[src/rtl/counter_share_sched_if.sv]
// Requester-side bundle for the shared counter scheduler: requests, job lengths,
// run controls, and the grant/completion status returned by the scheduler.
interface counter_share_sched_if #(
   parameter int NREQ = 4,
   parameter int CW   = 4,
   parameter int IDW  = 2
);
   logic [NREQ-1:0]    req;
   logic [NREQ*CW-1:0] len;
   logic               hold;
   logic               abort;
   logic [NREQ-1:0]    grant;
   logic               busy;
   logic [CW-1:0]      count_out;
   logic               done;
   logic [IDW-1:0]     done_id;
   logic               done_abort;

   modport master (
      output req, len, hold, abort,
      input  grant, busy, count_out, done, done_id, done_abort
   );

   modport slave (
      input  req, len, hold, abort,
      output grant, busy, count_out, done, done_id, done_abort
   );
endinterface

[src/rtl/counter_share_sched.sv]
// Round-robin owner of one up-counter: each granted requester runs a job that
// counts 0..len (or until abort), then a one-cycle done pulse reports it.
module counter_share_sched #(
   parameter int NREQ = 4,
   parameter int CW   = 4,
   parameter int IDW  = 2
) (
   input  logic                   clk,
   input  logic                   reset,
   counter_share_sched_if.slave   bus
);

   typedef enum logic [1:0] {S_IDLE, S_RUN, S_DONE} state_t;

   state_t          r_state;
   logic [IDW-1:0]  r_sel;
   logic [IDW-1:0]  r_rr_last;
   logic [IDW-1:0]  r_done_id;
   logic [CW-1:0]   r_len;
   logic [CW-1:0]   r_count;
   logic [NREQ-1:0] r_grant;
   logic            r_busy;
   logic            r_done;
   logic            r_done_abort;

   logic [IDW-1:0]  w_cand [NREQ];
   logic [CW-1:0]   w_len_arr [NREQ];
   logic [IDW-1:0]  w_sel;
   logic [CW-1:0]   w_len;
   logic            w_found;
   logic            w_finish;

   // Candidates are visited starting just after the last served requester.
   always_comb begin
      w_sel   = '0;
      w_found = 1'b0;
      for (int k = 0; k < NREQ; k++) begin
         w_cand[k]    = IDW'((int'(r_rr_last) + k + 1) % NREQ);
         w_len_arr[k] = bus.len[k*CW +: CW];
      end
      for (int k = 0; k < NREQ; k++) begin
         if (!w_found && bus.req[w_cand[k]]) begin
            w_sel   = w_cand[k];
            w_found = 1'b1;
         end
      end
      w_len = w_len_arr[w_sel];
   end

   // Abort overrides hold; terminal count only completes on a non-hold cycle.
   assign w_finish = bus.abort || (!bus.hold && (r_count == r_len));

   always_ff @(posedge clk or negedge reset) begin
      if (!reset) begin
         r_state      <= S_IDLE;
         r_sel        <= '0;
         r_rr_last    <= IDW'(NREQ - 1);
         r_done_id    <= '0;
         r_len        <= '0;
         r_count      <= '0;
         r_grant      <= '0;
         r_busy       <= 1'b0;
         r_done       <= 1'b0;
         r_done_abort <= 1'b0;
      end else begin
         case (r_state)
            S_IDLE: begin
               if (w_found) begin
                  r_sel   <= w_sel;
                  r_len   <= w_len;
                  r_grant <= NREQ'(1) << w_sel;
                  r_busy  <= 1'b1;
                  r_count <= '0;
                  r_state <= S_RUN;
               end
            end
            S_RUN: begin
               if (w_finish) begin
                  r_state      <= S_DONE;
                  r_done       <= 1'b1;
                  r_done_id    <= r_sel;
                  r_done_abort <= bus.abort;
                  r_grant      <= '0;
                  r_busy       <= 1'b0;
                  r_rr_last    <= r_sel;
               end else if (!bus.hold) begin
                  r_count <= r_count + 1'b1;
               end
            end
            S_DONE: begin
               r_done       <= 1'b0;
               r_done_abort <= 1'b0;
               r_state      <= S_IDLE;
            end
            default: r_state <= S_IDLE;
         endcase
      end
   end

   assign bus.grant      = r_grant;
   assign bus.busy       = r_busy;
   assign bus.count_out  = r_count;
   assign bus.done       = r_done;
   assign bus.done_id    = r_done_id;
   assign bus.done_abort = r_done_abort;

endmodule

[src/flat_wrapper.sv]
// flat-port wrapper written by rule: the top's interface ports become plain ports
module counter_share_sched_flat 
#(
   parameter int NREQ = 4,
   parameter int CW   = 4,
   parameter int IDW  = 2
)
  (clk, reset, bus_req, bus_len, bus_hold, bus_abort, bus_grant, bus_busy, bus_count_out, bus_done, bus_done_id, bus_done_abort);
  counter_share_sched_if #(.NREQ(NREQ), .CW(CW), .IDW(IDW)) bus_i ();
  input  logic clk;
  input  logic reset;
  input wire logic [$bits(bus_i.req)-1:0] bus_req;
  input wire logic [$bits(bus_i.len)-1:0] bus_len;
  input wire logic [$bits(bus_i.hold)-1:0] bus_hold;
  input wire logic [$bits(bus_i.abort)-1:0] bus_abort;
  output wire logic [$bits(bus_i.grant)-1:0] bus_grant;
  output wire logic [$bits(bus_i.busy)-1:0] bus_busy;
  output wire logic [$bits(bus_i.count_out)-1:0] bus_count_out;
  output wire logic [$bits(bus_i.done)-1:0] bus_done;
  output wire logic [$bits(bus_i.done_id)-1:0] bus_done_id;
  output wire logic [$bits(bus_i.done_abort)-1:0] bus_done_abort;
  assign bus_i.req = bus_req;
  assign bus_i.len = bus_len;
  assign bus_i.hold = bus_hold;
  assign bus_i.abort = bus_abort;
  assign bus_grant = bus_i.grant;
  assign bus_busy = bus_i.busy;
  assign bus_count_out = bus_i.count_out;
  assign bus_done = bus_i.done;
  assign bus_done_id = bus_i.done_id;
  assign bus_done_abort = bus_i.done_abort;
  counter_share_sched #(.NREQ(NREQ), .CW(CW), .IDW(IDW)) u_core (.clk(clk), .reset(reset), .bus(bus_i));
endmodule
[config.mk]
export PLATFORM = sky130hd
export DESIGN_NAME = counter_share_sched_flat
export DESIGN_NICKNAME = d
export VERILOG_FILES = /design/src/rtl/counter_share_sched_if.sv /design/src/rtl/counter_share_sched.sv /design/src/flat_wrapper.sv
export SDC_FILE = /design/constraint.sdc
export NUM_CORES = 1
export LEC_CHECK = 0
export ABC_AREA = 1
export BUFFER_PORTS_ARGS = -buffer_cell sky130_fd_sc_hd__buf_2
export CAP_MARGIN = 40
export CORE_MARGIN = 5
export CORE_UTILIZATION = 23
export CTS_CLUSTER_SIZE = 12
export DETAILED_ROUTE_END_ITERATION = 8
export GPL_ROUTABILITY_DRIVEN = 0
export GPL_TIMING_DRIVEN = 0
export PLACE_DENSITY_LB_ADDON = 0.08
export SYNTH_ARGS = -nofsm -noshare
export SYNTH_HDL_FRONTEND = slang
export SYNTH_SLANG_ARGS = --single-unit
[constraint.sdc]
create_clock -name clk -period 1.7 [get_ports clk]
set_clock_uncertainty 0.05 [all_clocks]
set_input_delay 0.17 -clock clk [delete_from_list [all_inputs] [get_ports clk]]
set_output_delay 0.17 -clock clk [all_outputs]
set_load 0.05 [all_outputs]
# ---- Word level (Yosys, flattened, before mapping)
# Index checks and enable logic that the tools add are counted.
# W data, S select, Z words.
dict set report word_totals {
  wordCells 85
  register_bits 23
  output_inout_bits 13
}
dict set report classes {
  muxes 36
  shift 1
  eq_ne 7
  n_reduce_logical 18
  add_sub_neg 7
  bitwise_logic 1
  n_lt_le_gt_ge 5
}
# cell count
set op_table {}
lappend op_table {{$mux W4} 7}
lappend op_table {{$pmux W4 S2} 2}
lappend op_table {{$lt A2 B3 Y1 const B} 4}
lappend op_table {{$mux W1} 12}
lappend op_table {{$mux W2} 6}
lappend op_table {{$add A2 B2 Y2 const B} 5}
lappend op_table {{$bmux W1 S2} 4}
lappend op_table {{$bmux W4 S2} 1}
lappend op_table {{$reduce_and A2 Y1} 4}
lappend op_table {{$pmux W1 S2} 3}
lappend op_table {{$add A4 B1 Y4 const B} 1}
lappend op_table {{$eq A4 B4 Y1} 1}
lappend op_table {{$logic_and A1 B1 Y1} 4}
lappend op_table {{$logic_not A1 Y1} 4}
lappend op_table {{$ne A2 B1 Y1 const B} 2}
lappend op_table {{$ne A2 B2 Y1 const B} 2}
lappend op_table {{$pmux W2 S2} 1}
lappend op_table {{$reduce_and A4 Y1} 1}
lappend op_table {{$reduce_bool A2 Y1} 2}
lappend op_table {{$shl A1 B2 Y4 const A} 1}
lappend op_table {{$ge A3 B3 Y1 const B} 1}
lappend op_table {{$not A2 Y3} 1}
lappend op_table {{$reduce_and A3 Y1} 1}
lappend op_table {{$add A2 B1 Y2 const B} 1}
lappend op_table {{other kinds (4)} 4}

# ---- Longest topological paths before layout
dict set report logic_depth {
  ltp_word 17
  depth_mapped 18
  ltp_nobuf 16
}

# ---- Least setup slack after synthesis
# OpenSTA, ideal clock, no wires.
dict set report synth_path {
  path_type {register to register}
  startpoint {register u_core.r_rr_last[0]}
  endpoint {register u_core.r_len[0]}
  t_arrival_ps 1655
  path_slack_ps -121
  stages_incl_launch_ff 18
  period_less_slack_ps 1821
  setup_ps 116
  required_ps 1534
  cell_sequence {dfstp_2 > buf_6 > inv_8 > nand2_2 > nand2_2 > nand2_2 > nand2_4 > inv_2 > nand3_2 > nand2_4 > nand2_4 > buf_12 > nand2_2 > nand2_1 > nand2_1 > nand2_1 > nand2_1 > nand2_1}
}
dict set report synth_via {
  elab_chain_cells 17
  word_cells_on_any_way 33
  classes_between {add/sub (6); mux (19); bitwise (1); reduce/logical (7)}
}
# item line
set synth_lines {}
lappend synth_lines {{start: declaration} counter_share_sched.sv:17} ;# logic [IDW-1:0] r_rr_last;
lappend synth_lines {{start signal: assignment} counter_share_sched.sv:57} ;# r_rr_last <= IDW'(NREQ - 1);
lappend synth_lines {{start signal: assignment} counter_share_sched.sv:85} ;# r_rr_last <= r_sel;
lappend synth_lines {{parallel branches: the longest is 17 deep, another holds $add A2 B1 Y2} --}
lappend synth_lines {{end signal: assignment} counter_share_sched.sv:70} ;# r_len <= w_len;
lappend synth_lines {{end: declaration} counter_share_sched.sv:19} ;# logic [CW-1:0] r_len;
# Parallel ways; which one is timed is not known. The select of a mux whose other input is x is not followed.
# A chain may end at the register's enable or synchronous reset.

# ---- Worst setup path in the final report
dict set report layout_path {
  startpoint {register u_core.r_rr_last[0]}
  endpoint {register u_core.r_grant[1] (netlist: u_core.bus.grant[1])}
}
dict set report layout_via {
  elab_chain_cells 16
  word_cells_on_any_way 33
  classes_between {add/sub (6); eq/ne (1); shift (1); mux (18); reduce/logical (7)}
}
# item line
set layout_lines {}
lappend layout_lines {{parallel branches: the longest is 16 deep, another holds $add A2 B1 Y2} --}
lappend layout_lines {{end signal: assignment} counter_share_sched.sv:71} ;# r_grant <= NREQ'(1) << w_sel;
lappend layout_lines {{end: declaration} counter_share_sched.sv:21} ;# logic [NREQ-1:0] r_grant;
# Parallel ways; which one is timed is not known. The select of a mux whose other input is x is not followed.

==> out/results.tsv <==
stage	metric	value	unit
power	internal cell power	0.002668	W
worst_setup_path	CP Cell Sequence	buf_8 -> nand2_1 -> nand2_4 -> nand2_4 -> nand2_4 -> buf_6 -> inv_4 -> nand3_4 -> buf_12 -> nand2_8 -> clkbuf_16 -> o31ai_2	
floorplan	DIE AREA	0.008427	mm2
yosys	Synth area leaders	dfrtp_1 (34%), nand2_1 (14%), nand2_2 (11%)	
placement	Post-Place Setup Slack	-354.4	ps
hold_path	Hold Startpoint	bus_abort	
power	Sw Share	49.02	%
clocking	CTS root buffer	clkbuf_8	
yosys	Mean Syn Cell Area	7.974	um2
worst_setup_path	reg2reg end	u_core.bus.grant[1]	
yosys	Syn Inst Count	193	
yosys	share of the synthesized area in the top cell type	34.15	%
final_layout	Post-Layout Cell Count	327	
worst_setup_path	critical path class	reg -> reg	
global_routing	global-route usage over all layers	9.337	%
clocking	CTS tree	built	
power	LEAKAGE	1.125	nW
yosys	syn_nets	218	
clocking	register clock-pin slew on the reported worst setup and hold paths	80	ps
power	Sequential Power Share	17.4	%
routing	DRT iter0 DRCs	14	
worst_setup_path	r2r setup slk	-260	ps
power	P_sw	0.002565	W
worst_setup_path	CP Capture Type	flop	
timing	Worst-Margin Slew	536.7	ps
timing	setup ws final	-264.7	ps
timing	Setup TNS Final	-3006	ps
floorplan	die width	91.80	um
yosys	Yosys cell types	27	
placement	hpwl dp	2797	um
worst_setup_path	crit start category	flop	
power	total chip power	0.005234	W
yosys	post-synth top area cell	dfrtp_1	
routing	Routed Antenna Nets	0	
timing	Final Hold Vio Count	0	
routing	DR vias/cell	4.107	
global_routing	initial antenna violation count	0	
power	worst IR drop on VDD	737.6	uV
floorplan	# IOs	37	
clocking	maximum clock path buffer count	2	
hold_path	hold endpoint	u_core.bus.done_abort	
timing	final setup violation count	16	
yosys	Seq/Total Area, Yosys	37.56	%
timing	final period utilization	115.6	%
final_layout	FILL cells	677	
hold_path	Hold Path Stages	3	
floorplan	die height	91.80	um
timing	FMAX	0.5090	GHz
final_layout	# diodes	0	
yosys	Yosys warning count	0	
global_routing	total global routing overflow	0	
worst_setup_path	Crit path arrival time	2090	ps
worst_setup_path	CP max-delay cell	dfstp_2	
power	Power per Cell Area	2397	mW/mm2
outcome	violated checks	negative setup slack	
global_routing	first-pass GRT wire length	6548	um
final_layout	commonest non-fill, non-tap cell in the layout	nand2_1	
run	max_cap viols	0	
routing	Vias	1343	
routing	drt wl/cell	11.63	um
routing	DRC violations left	0	
clocking	Max H-tree Level	1	
hold_path	Worst Hold Class	in -> reg	
worst_setup_path	r2r worst-path depth	12	
floorplan	core area	0.006422	mm2
routing	WL final	3802	um
final_layout	layout cells sized above 1	49.60	%
outcome	status	finished with violations	
power	Clock Power Share	6.5	%
clocking	clk_lat worst skew	260	ps
timing	Slew HR	64.22	%
clocking	CTS buffer count	3	
placement	Cells after DPL	306	
worst_setup_path	crit-path most repeated cell	nand2_4	
global_routing	largest net degree at the start of global routing	24	
timing	RSZ-0062 raised after global routing	true	
final_layout	Synth-to-Final Area Change	41.87	%
worst_setup_path	crit-path max cell delay	540	ps
global_routing	vias in the first global route	1425	
final_layout	nets@finish	276	
final_layout	commonest cells after routing, fill and taps aside	nand2_1 (53), buf_2 (36), nand2_2 (24)	
power	Comb pwr share	76.1	%
yosys	post-synthesis cell area	0.001539	mm2
timing	crit path time final	1965	ps
floorplan	Initial Util	23.96	%
worst_setup_path	CP Max Fanout	8	
timing	fin. max-slew vios	0	
placement	port buffer count	36	
worst_setup_path	CP required	1830	ps
yosys	Synth Register Bits	23	
clocking	clock tree sinks	23	
floorplan	Cell Rows	29	
worst_setup_path	FF-to-FF Start	u_core.r_rr_last[0]	
routing	TritonRoute pass-1 iters	4	
stage by stage:
stage	hold slack (ps)	cell area (um2)	utilization, %
3_5_place_dp	141.0	1836	28.58
5_1_grt	100.1	2183	34.00
2_1_floorplan	-175.6	1559	-
3_3_place_gp	145.5	1836	28.58
6_report	92.47	2183	34.00
4_1_cts	91.64	2048	31.89
registers in the layout (all words and copies together), names as in the netlist:
register and count:
u_core.bus.done_id 2, u_core.r_rr_last 2, u_core.bus.count_out 4, u_core.bus.grant 4, u_core.bus.done_abort 1, u_core.r_state 2, u_core.r_len 4, u_core.r_sel 2
u_core.bus.busy 1, u_core.bus.done 1
cell type report:
class | count | area (um2) | area share [%]
Multi-Input combinational cell | 146 | 918.4 | 42.06
Clock buffer | 4 | 45.04 | 2.063
Timing Repair Buffer | 53 | 369.1 | 16.91
Inverter | 18 | 85.08 | 3.897
Sequential cell | 23 | 578.1 | 26.48
Tap cell | 77 | 96.34 | 4.413
Buffer | 6 | 91.34 | 4.183
worst max-delay path: cells and delay by family, from the launching register on:
family	cells	cell delay, ps
flops	1	540
simple gates	6	490
buf+inv	5	570
compound gates	1	220
Yosys cell counts (all sizes together):
cell type and count:
clkbuf 1, nand4 3, and2 1, a21boi 1, nand3 18, ha 1, inv 18, dfrtp 21
xor2 2, dfstp 2, nor2 9, xnor2 4, buf 5, o211ai 1, nand2 91, o31ai 4
o21ai 11
power by group through the flow:
stage / combinational, W / sequential [W] / clock [W]
finish: 0.00399 / 0.000909 / 0.000339
global placement: 0.00307 / 0.000920 / 0
CTS: 0.00370 / 0.000912 / 0.000359
floorplan: 0.00215 / 0.00120 / 0
detailed placement: 0.00305 / 0.000915 / 0
global route: 0.00443 / 0.000942 / 0.000377
per-layer routing:
metal	up-vias	wire length, um	share of wire [%]	global-route usage [%]
met3	2	95	2.5	1.473
li1	721	-	-	-
met2	19	1734	46	15.46
met5	-	0	0	0
met4	0	22	0.58	2.228
met1	601	1950	51	12.78
timing repair:
item | 4_1_cts | 5_1_grt
buffers inserted | 12 | 1
hold buffers | 1 | 0
pin swaps | 12 | 6
endpoints found under the setup margin | 16 | 21
cloned | 1 | 2
endpoints found under the hold margin | 21 | 0
resized for setup | 10 | 22
worst max-delay path by stage:
stage	from	endpoint	slack, ps	cells after the start
global placement	u_core.r_rr_last[0]	u_core.r_len[0]	-360	17
detailed placement	u_core.r_rr_last[0]	u_core.r_len[0]	-350	17
finish	u_core.r_rr_last[0]	u_core.bus.grant[1]	-260	12
CTS	u_core.r_rr_last[0]	u_core.r_len[0]	-240	17
floorplan	u_core.r_rr_last[0]	u_core.r_len[0]	-110	17
global route	u_core.r_rr_last[0]	u_core.r_len[1]	-430	17
cell families (layout without fill, tap and decap cells):
family	count (synthesis)	in the layout	share of synthesized area (%)
fa+ha+maj	1	1	0.8129
flops	23	23	37.56
compound gates	17	17	8.130
simple gates	122	122	40.73
buf+inv	24	81	9.350
xor+xnor	6	6	3.415
Power figures use the tool's default switching activity.
